<file path="src/rtl/ro_freq_counter.sv">
// Ring-oscillator frequency counter: counts synchronised rising edges of
// ro_in over a gate window of GATE_CYCLES clocks and reports the count.
//
// Ports:
//   clk          system clock
//   rst          asynchronous active-high reset
//   ro_in        ring-oscillator output, asynchronous to clk
//   start        pulse, begins a measurement when idle
//   stop         pulse, aborts a running measurement
//   continuous   re-arm automatically after each window (sampled in DONE)
//   busy         high while in GATE or DONE
//   count_valid  one-cycle pulse, count_out/overflow hold a new result
//   count_out    edges counted in the last completed window
//   overflow     edge counter saturated in the last completed window

module ro_freq_counter #(
    parameter int GATE_CYCLES = 100000,
    parameter int GATE_W      = 32,
    parameter int CNT_W       = 32
) (
    input  logic             clk,
    input  logic             rst,
    input  logic             ro_in,
    input  logic             start,
    input  logic             stop,
    input  logic             continuous,
    output logic             busy,
    output logic             count_valid,
    output logic [CNT_W-1:0] count_out,
    output logic             overflow
);

    typedef enum logic [1:0] {
        IDLE = 2'd0,
        GATE = 2'd1,
        DONE = 2'd2
    } state_t;

    localparam logic [GATE_W-1:0] GATE_LAST = GATE_W'(GATE_CYCLES - 1);
    localparam logic [CNT_W-1:0]  CNT_MAX   = '1;

    state_t state;
    state_t state_nxt;

    logic s1;
    logic s2;
    logic s3;
    logic rise;

    logic [GATE_W-1:0] gate_cnt;
    logic [CNT_W-1:0]  edge_cnt;
    logic [CNT_W-1:0]  edge_inc;
    logic              ovf;
    logic              ovf_inc;
    logic              last;
    logic              clear;
    logic              close;

    // Synchroniser runs in every state so a level already high at start
    // is not seen as an edge.
    always_ff @(posedge clk or posedge rst) begin
        if (rst) begin
            s1 <= 1'b0;
            s2 <= 1'b0;
            s3 <= 1'b0;
        end else begin
            s1 <= ro_in;
            s2 <= s1;
            s3 <= s2;
        end
    end

    assign rise = s2 & ~s3;
    assign last = (gate_cnt == GATE_LAST);

    // Saturating edge count including this cycle's edge.
    always_comb begin
        edge_inc = edge_cnt;
        ovf_inc  = ovf;
        if (rise) begin
            if (edge_cnt == CNT_MAX) begin
                ovf_inc = 1'b1;
            end else begin
                edge_inc = edge_cnt + CNT_W'(1);
            end
        end
    end

    always_comb begin
        state_nxt = state;
        clear     = 1'b0;
        close     = 1'b0;
        unique case (state)
            IDLE: begin
                if (start) begin
                    state_nxt = GATE;
                    clear     = 1'b1;
                end
            end
            GATE: begin
                if (stop) begin
                    state_nxt = IDLE;
                end else if (last) begin
                    state_nxt = DONE;
                    close     = 1'b1;
                end
            end
            DONE: begin
                if (continuous) begin
                    state_nxt = GATE;
                    clear     = 1'b1;
                end else begin
                    state_nxt = IDLE;
                end
            end
            default: state_nxt = IDLE;
        endcase
    end

    always_ff @(posedge clk or posedge rst) begin
        if (rst) begin
            state <= IDLE;
        end else begin
            state <= state_nxt;
        end
    end

    always_ff @(posedge clk or posedge rst) begin
        if (rst) begin
            gate_cnt <= '0;
            edge_cnt <= '0;
            ovf      <= 1'b0;
        end else if (clear) begin
            gate_cnt <= '0;
            edge_cnt <= '0;
            ovf      <= 1'b0;
        end else if (state == GATE) begin
            gate_cnt <= gate_cnt + GATE_W'(1);
            edge_cnt <= edge_inc;
            ovf      <= ovf_inc;
        end
    end

    // The result is loaded on the edge that enters DONE, so count_out and
    // overflow already carry the new value during the count_valid cycle.
    always_ff @(posedge clk or posedge rst) begin
        if (rst) begin
            count_valid <= 1'b0;
            count_out   <= '0;
            overflow    <= 1'b0;
        end else begin
            count_valid <= close;
            if (close) begin
                count_out <= edge_inc;
                overflow  <= ovf_inc;
            end
        end
    end

    assign busy = (state != IDLE);

endmodule

</file>
<file path="config.mk">
export PLATFORM = sky130hd
export DESIGN_NAME = ro_freq_counter
export DESIGN_NICKNAME = d
export VERILOG_FILES = /design/src/rtl/ro_freq_counter.sv
export SDC_FILE = /design/constraint.sdc
export NUM_CORES = 1
export LEC_CHECK = 0
export CORE_MARGIN = 10
export CORE_UTILIZATION = 45
export CTS_BUF_LIST = sky130_fd_sc_hd__clkbuf_2
export DETAILED_ROUTE_END_ITERATION = 7
export PLACE_DENSITY = 0.68
export SLEW_MARGIN = 20
export SYNTH_ARGS = -nofsm -noshare
export SYNTH_HDL_FRONTEND = slang
export SYNTH_SLANG_ARGS = --single-unit
</file>
<file path="constraint.sdc">
create_clock -name clk -period 3.65 [get_ports clk]
set_input_delay 0.5475 -clock clk [delete_from_list [all_inputs] [get_ports clk]]
set_output_delay 0.5475 -clock clk [all_outputs]
set_load 0.01 [all_outputs]
</file>
==> impl_metrics.env, run 1 <==
export IMPL_hold_violations=0
export IMPL_initial_utilization_pct=46.3
export IMPL_rsz0062_at_grt="false"
export IMPL_num_nets_final=608
export IMPL_track_usage_pct=15.3
export IMPL_path_clk_slew_ps=290
export IMPL_drt_initial_drc_count=308
export IMPL_critPathCaptureType="register"
export IMPL_cp_required_ps=4170
export IMPL_synthArstFlopShare_pct=100
export IMPL_layout_setup_ws_ps=1090
export IMPL_whs_ps=337
export IMPL_drtPass1Iterations=5
export IMPL_synthCells=571
export IMPL_synthDistinctLibCells=53
export IMPL_ys_seq_area_share_pct=48.8
export IMPL_pre_cts_ws_ps=1090
export IMPL_final_util_pct=51.8
export IMPL_synth_edf_count=0
export IMPL_root_buffer="clkbuf_2"
export IMPL_cts_htree_levels=3
export IMPL_yosys_warnings=0
export IMPL_drc_errors=0
export IMPL_design_area_um2=5960
export IMPL_slew_viol_final=0
export IMPL_relSlewSlack_pct=39.0
export IMPL_routed_wl_mm=12.4
export IMPL_cts_resized=0
export IMPL_place_area_um2=5860
export IMPL_numCtsBuffers=9
export IMPL_cts_tree="yes"
export IMPL_cp_arrival_ps=3080
export IMPL_p_per_area_nw_per_um2=360
export IMPL_diodes=0
export IMPL_clock_fmax_mhz=391
export IMPL_vias=4245
export IMPL_drtAntennaViolNets=0
export IMPL_hp_class="primary input to register"
export IMPL_maxCapViolCount=0
export IMPL_min_period_ps=2560
export IMPL_vias_per_cell=5.68
export IMPL_period_share_pct=70.0
export IMPL_timing_worst_setup_path_type="register to register"
export IMPL_grt_max_degree=60
export IMPL_synth_top_cell_by_area="dfrtp_1"
export IMPL_tightest_slew_ps=913
export IMPL_die_width_um=129
export IMPL_ios=41
export IMPL_status="finished clean"
export IMPL_worst_setup_path_start_kind="register"
export IMPL_setup_viol=0
export IMPL_port_buffers=40
export IMPL_synthTopCellsByArea="dfrtp_1 49%, nand2_1 6.2%, xor2_1 5.1%, xnor2_1 4.8%, o21ai_0 4.1%"
export IMPL_synthTopCellsByCount="104 x dfrtp_1, 88 x nand2_1, 51 x nor2_1"
export IMPL_setup_tns_ps=0
export IMPL_die_area_um2=16600
export IMPL_synth_fp_nets=579
export IMPL_coreArea_um2=11500
export IMPL_postCtsSetupRepairBufs=0
export IMPL_synth_ff_type="dfrtp_1"
export IMPL_ir_drop_mv=0.210
export IMPL_yosysMostFrequentCell="dfrtp_1"
export IMPL_holdBufCountCts=0
export IMPL_cts_sinks=104
export IMPL_synth_top_area_share_pct=48.8
export IMPL_grt_pass1_vias=4293
export IMPL_wire_per_inst_um=16.6
export IMPL_dieHeight_um=129
export IMPL_clk_latency_ps=600
export IMPL_gp_congestion=0.872
export IMPL_syn_area_per_cell_um2=9.33
export IMPL_row_count=39
export IMPL_finalClockSkew_ps=39.5
export IMPL_power_leakage_nw=2.50
export IMPL_syn_cell_area_um2=5330
export IMPL_grt_pass1_wl_mm=21.0
export IMPL_grt_overflow_total=0
export IMPL_ys_ff_latch=104
export IMPL_antenna_found_initial=0
export IMPL_area_growth_pct=12.0
export IMPL_cts_buffer_depth=2
export IMPL_dp_hpwl_mm=8.54
export IMPL_final_layout_size_suffix_gt1_share_pct=6.46
export IMPL_crit_fanout=28
-- kinds of logic after synthesis --
group                    after synthesis  share of synthesized area [%]
AO/OA/AOI/OAI                        114                           13.6
XOR/XNOR                              60                           9.86
adder cells (fa/ha/maj)                2                          0.470
buffers and inverters                 41                           3.12
flip-flops                           104                           48.8
multiplexers                           2                          0.376
AND/OR/NAND/NOR                      248                           23.7
-- sequential cells by signal, indices dropped and copies added, names as in the netlist --
signal	count
overflow	1
count_valid	1
s1	1
s2	1
gate_cnt	32
ovf	1
count_out	32
state	2
edge_cnt	32
s3	1
-- power by group --
part	total (mW)	switching [mW]	internal (mW)	leakage, nW
logic	0.293	0.178	0.115	1.01
registers	1.32	0.0998	1.22	1.43
clock network	0.534	0.385	0.149	0.0574
-- metal layers --
metal | vias to the layer above | part of all wire (%) | GRT usage (%)
met5 | - | 0 | 0
met4 | 0 | 1.3 | 4.55
met3 | 17 | 5.6 | 3.53
met2 | 119 | 50 | 26.1
met1 | 2058 | 43 | 19.0
li1 | 2051 | - | -
-- area by class of cell --
class                      count  area, um^2
fill                        1075        5550
sequential                   104        2600
multi-input combinational    426        2580
timing repair buffer          47         453
tap                          143         179
clock inverter                 6        61.3
inverter                      12        47.5
clock buffer                   9        45.0
-- metrics by stage --
step,cells,power (mW)
2_1_floorplan,571,1.54
3_3_place_gp,732,1.61
3_5_place_dp,732,1.63
4_1_cts,747,2.17
5_1_grt,747,2.26
6_report,747,2.15
-- critical path, stage by stage, from the launching register on --
cell and delay (ps):
dfrtp_1 480, ha_1 220, nand4_1 280, nor4_1 440
nand2_1 610, inv_1 270, a2bb2oi_1 200
-- final timing paths --
check | startpoint | slack, ps | end | depth (start not counted)
max | gate_cnt[0] | 1090 | count_out[1] | 6
min in group asynchronous | rst | 370 | gate_cnt[8] | 2
max in group asynchronous | rst | 2440 | gate_cnt[29] | 3
max reg2reg | gate_cnt[0] | 1090 | count_out[1] | 6
min reg2reg | s1 | 400 | s2 | 0
min | ro_in | 340 | s1 | 1
-- placed cells by master, fill, tap and decap left out, drive strengths merged, types with 20 or more instances in the layout --
master,n
nor2,51
nand2,88
o21ai,51
nand3,22
nand4,20
dfrtp,104
xor2,31
xnor2,29
clkdlybuf4s50,40
a31oi,23
No activity file was read; power rests on OpenSTA's default activity.
==> run 2: changes to the inputs <==
- PLACE_DENSITY: 0.68 -> 0.71
- clock period: 3.65 -> 2.3 ns (I/O delays scaled with it)
==> impl_metrics.env, run 2 (same netlist as run 1, synthesis figures left out) <==
export IMPL_layout_common_cells="101 x dfrtp_1, 88 x nand2_1, 51 x nor2_1"
export IMPL_dp_hpwl_mm=8.86
export IMPL_status="finished clean"
export IMPL_clock_fmax_mhz=439
export IMPL_cp_arrival_ps=2810
export IMPL_routed_wl_mm=12.9
export IMPL_die_width_um=129
export IMPL_final_layout_size_suffix_gt1_share_pct=14.8
export IMPL_place_area_um2=6130
export IMPL_drt_initial_drc_count=324
export IMPL_critPathCaptureType="register"
export IMPL_hold_violations=0
export IMPL_clk_latency_ps=620
export IMPL_cts_htree_levels=3
export IMPL_timing_worst_setup_path_type="register to register"
export IMPL_min_to="s1"
export IMPL_rsz0062_at_grt="true"
export IMPL_initial_utilization_pct=46.3
export IMPL_crit_fanout=5
export IMPL_setup_viol=0
export IMPL_holdBufCountCts=0
export IMPL_min_period_ps=2280
export IMPL_worst_r2r_setup_slack_ps=20
export IMPL_track_usage_pct=15.8
export IMPL_design_area_um2=6410
export IMPL_dp_cells=765
export IMPL_cts_sinks=104
export IMPL_root_buffer="clkbuf_2"
export IMPL_pre_cts_ws_ps=112
export IMPL_p_total_mw=3.54
export IMPL_port_buffers=40
export IMPL_whs_ps=163
export IMPL_p_per_area_nw_per_um2=553
export IMPL_path_clk_slew_ps=270
export IMPL_ios=41
export IMPL_numCtsBuffers=9
export IMPL_cp_required_ps=2840
export IMPL_grt_max_degree=105
export IMPL_diodes=0
export IMPL_gp_congestion=0.886
export IMPL_whs_path_depth=1
export IMPL_power_leakage_nw=2.76
export IMPL_final_util_pct=55.6
export IMPL_grt_pass1_vias=4300
export IMPL_num_nets_final=653
export IMPL_r2r_start="edge_cnt[6]"
export IMPL_reg2reg_depth=6
export IMPL_grt_overflow_total=0
export IMPL_hp_start="ro_in"
export IMPL_antenna_found_initial=0
export IMPL_vias_per_cell=5.57
export IMPL_wire_per_inst_um=16.3
export IMPL_area_growth_pct=20.3
export IMPL_drc_errors=0
export IMPL_ir_drop_mv=0.391
export IMPL_drtAntennaViolNets=0
export IMPL_cts_tree="yes"
export IMPL_dieHeight_um=129
export IMPL_top_regs="count_out (32), edge_cnt (32), gate_cnt (32)"
export IMPL_r2r_end="edge_cnt[31]"
export IMPL_slew_viol_final=0
export IMPL_die_area_um2=16600
export IMPL_worst_setup_path_start_kind="register"
export IMPL_row_count=39
export IMPL_relSlewSlack_pct=63.3
export IMPL_cts_buffer_depth=2
export IMPL_final_common_cell="dfrtp_1"
export IMPL_maxCapViolCount=0
export IMPL_layout_setup_ws_ps=23.1
export IMPL_setup_tns_ps=0
export IMPL_drtPass1Iterations=5
export IMPL_coreArea_um2=11500
export IMPL_vias=4415
export IMPL_grt_pass1_wl_mm=21.4
export IMPL_hp_class="primary input to register"
export IMPL_period_share_pct=99.0
export IMPL_tightest_slew_ps=551
export IMPL_finalClockSkew_ps=30.6
export IMPL_finalNonFillerCells=793
## run 2: how the worst max path moves through the flow
stage | depth (start not counted) | startpoint | to | slack, ps
floorplan | 7 | edge_cnt[8] | edge_cnt[29] | 170
global placement | 6 | edge_cnt[11] | count_out[31] | 170
detailed placement | 5 | edge_cnt[0] | edge_cnt[1] | 110
CTS | 2 | state[0] | busy | 2
global route | 6 | edge_cnt[6] | edge_cnt[31] | -30
finish | 6 | edge_cnt[6] | edge_cnt[31] | 20
## run 2: layout make-up
| class | instances | area, um^2 |
|---|---|---|
| clock buffer | 9 | 45.0 |
| multi-input combinational | 426 | 2640 |
| timing repair buffer | 92 | 818 |
| clock inverter | 7 | 71.3 |
| inverter | 12 | 48.8 |
| sequential | 104 | 2610 |
| fill | 1041 | 5110 |
| tap | 143 | 179 |
## run 2: timing repair
item                                    in CTS  in global routing
gates resized for setup                      1                 16
cloned                                       0                  0
buffers inserted                             0                 12
endpoints found under the setup margin       1                 24
pin swaps                                    0                  6
## run 2: worst max-delay path, cell delays in order, from the launching register on
cell       delay, ps
dfrtp_1          480
nand4_2          120
or4_4            610
a2111oi_4        490
and3_4           300
nand2b_4         140
a31oi_4           70
## run 2: metal layers
layer  routed length [um]  GRT usage, %  vias up  part of all wire, %
li1                     -             -     2149                    -
met1                 5660          19.6     2119                   44
met2                 6270          25.9      126                   48
met3                  738          4.31       21                  5.7
met4                  264          5.95        0                  2.0
met5                    0             0        -                    0
## run 2: power by group
| group | leakage (nW) | internal, mW | switching (mW) |
|---|---|---|---|
| sequential | 1.43 | 1.94 | 0.115 |
| combinational | 1.26 | 0.258 | 0.357 |
| clock | 0.0659 | 0.250 | 0.628 |
| total | 2.76 | 2.44 | 1.10 |
==> run 3: changes to the inputs <==
- RECOVER_POWER: unset -> 50
==> impl_metrics.env, run 3 (same netlist as run 1, synthesis figures left out) <==
export IMPL_drtAntennaViolNets=0
export IMPL_dp_hpwl_mm=8.86
export IMPL_power_net_switching_mw=1.10
export IMPL_fill_cells=1045
export IMPL_row_count=39
export IMPL_regArea_um2=2610
export IMPL_reg2reg_depth=6
export IMPL_drc_errors=0
export IMPL_clock_fmax_mhz=440
export IMPL_layout_common_cells="101 x dfrtp_1, 88 x nand2_1, 51 x nor2_1"
export IMPL_rsz0062_at_grt="true"
export IMPL_area_growth_pct=19.9
export IMPL_period_share_pct=98.8
export IMPL_vias_per_cell=5.60
export IMPL_wl_met2_mm=6.26
export IMPL_p_total_mw=3.54
export IMPL_path_clk_slew_ps=270
export IMPL_clk_latency_ps=620
export IMPL_drt_initial_drc_count=320
export IMPL_coreArea_um2=11500
export IMPL_switching_share_pct=31.1
export IMPL_wl_met1_mm=5.66
export IMPL_cpMaxStageDelayCell="or4_4"
export IMPL_sequentialPowerShare_pct=58.0
export IMPL_diodes=0
export IMPL_final_util_pct=55.5
export IMPL_numCtsBuffers=9
export IMPL_grt_max_degree=105
export IMPL_highest_layer="met4"
export IMPL_ios=41
export IMPL_setup_viol=0
export IMPL_drtPass1Iterations=6
export IMPL_max_stage_delay_ps=610
export IMPL_final_common_cell="dfrtp_1"
export IMPL_root_buffer="clkbuf_2"
export IMPL_relSlewSlack_pct=6.20
export IMPL_cts_htree_levels=3
export IMPL_wl_met3_um=766
export IMPL_cp_required_ps=2840
export IMPL_crit_fanout=5
export IMPL_p_per_area_nw_per_um2=554
export IMPL_cts_buffer_depth=2
export IMPL_critPathCaptureType="register"
export IMPL_num_nets_final=653
export IMPL_hp_class="primary input to register"
export IMPL_track_usage_pct=15.8
export IMPL_initial_utilization_pct=46.3
export IMPL_power_leakage_nw=2.75
export IMPL_worst_setup_path_start_kind="register"
export IMPL_maxCapViolCount=0
export IMPL_timing_worst_setup_path_type="register to register"
export IMPL_hold_violations=0
export IMPL_grt_pass1_wl_mm=21.4
export IMPL_min_period_ps=2270
export IMPL_antenna_found_initial=0
export IMPL_cts_sinks=104
export IMPL_cts_tree="yes"
export IMPL_comb_power_share_pct=17.3
export IMPL_whs_ps=293
export IMPL_die_width_um=129
export IMPL_clockPowerShare_pct=24.8
export IMPL_ir_drop_mv=0.391
export IMPL_whs_path_depth=1
export IMPL_gp_congestion=0.886
export IMPL_wire_per_inst_um=16.4
export IMPL_crit_chain="nand4_2 -> or4_4 -> a2111oi_4 -> and3_4 -> nand2b_4 -> a31oi_4"
export IMPL_port_buffers=40
export IMPL_internal_power_mw=2.44
export IMPL_tightest_slew_ps=1410
export IMPL_slew_viol_final=0
export IMPL_grt_overflow_total=0
export IMPL_die_area_um2=16600
export IMPL_routed_wl_mm=13.0
export IMPL_vias=4443
export IMPL_cp_arrival_ps=2810
export IMPL_status="finished clean"
export IMPL_multi_input_area_um2=2630
export IMPL_finalClockSkew_ps=33.2
export IMPL_top_regs="count_out (32), edge_cnt (32), gate_cnt (32)"
export IMPL_grt_pass1_vias=4300
export IMPL_final_layout_size_suffix_gt1_share_pct=14.6
export IMPL_dieHeight_um=129
-- run 3: changes by cell type in the layout (fill, tap and decap cells not counted) --
cell             before  now
dlygate4sd3_1         0    2
nor2b_4               1    0
clkbuf_4              0    3
clkdlybuf4s50_1      39   37
buf_12                2    1
nor2b_1               0    1
buf_4                50   48
-- run 3: worst paths after layout --
path / startpoint / endpoint / slack, ps
setup / recovery: edge_cnt[6] / edge_cnt[31] / 30
hold / removal: ro_in / s1 / 290
setup reg to reg: edge_cnt[6] / edge_cnt[31] / 30
hold reg to reg: s1 / s2 / 370
max in group asynchronous: rst / state[0] / 700
min in group asynchronous: rst / overflow / 680
-- run 3: area by class of cell --
| type | instances | share of cell area, % |
|---|---|---|
| Sequential cell | 104 | 40.8 |
| Clock inverter | 7 | 1.12 |
| Clock buffer | 9 | 0.705 |
| Multi-Input combinational cell | 426 | 41.2 |
| Timing Repair Buffer | 92 | 12.6 |
| Tap cell | 143 | 2.80 |
| Inverter | 12 | 0.764 |
-- run 3: through the flow --
stage	TNS [ps]	area, um^2	setup slack [ps]	instances
3_5_place_dp	0	6130	112	765
5_1_grt	-51.2	6390	-32.2	793
3_3_place_gp	0	6130	168	765
2_1_floorplan	0	5330	171	571
4_1_cts	0	6240	2.50	781
6_report	0	6390	27.4	793
-- run 3: routing by layer --
layer | up-vias | track usage, %
li1 | 2153 | -
met1 | 2132 | 19.6
met2 | 134 | 25.9
met3 | 24 | 4.31
met4 | 0 | 5.95
met5 | - | 0
-- run 3: what timing repair did --
action,4_1_cts,5_1_grt
setup buffers,0,12
pin swaps,0,6
endpoints found under the setup margin,1,24
gates resized for setup,1,16
hold buffers,0,0
-- run 3: power groups by stage --
stage	Sequential [mW]	Combinational (mW)	Clock (mW)
2_1_floorplan	2.07	0.372	0
3_3_place_gp	2.08	0.536	0
3_5_place_dp	2.08	0.557	0
4_1_cts	2.06	0.558	0.914
5_1_grt	2.07	0.677	0.986
6_report	2.05	0.611	0.877
-- run 3: critical path: cells and delay by family (launching register included) --
family,cells,cell delay [ps]
DFF,1,480
and+or+nand+nor,4,1170
AOI/OAI and AO/OA,2,560
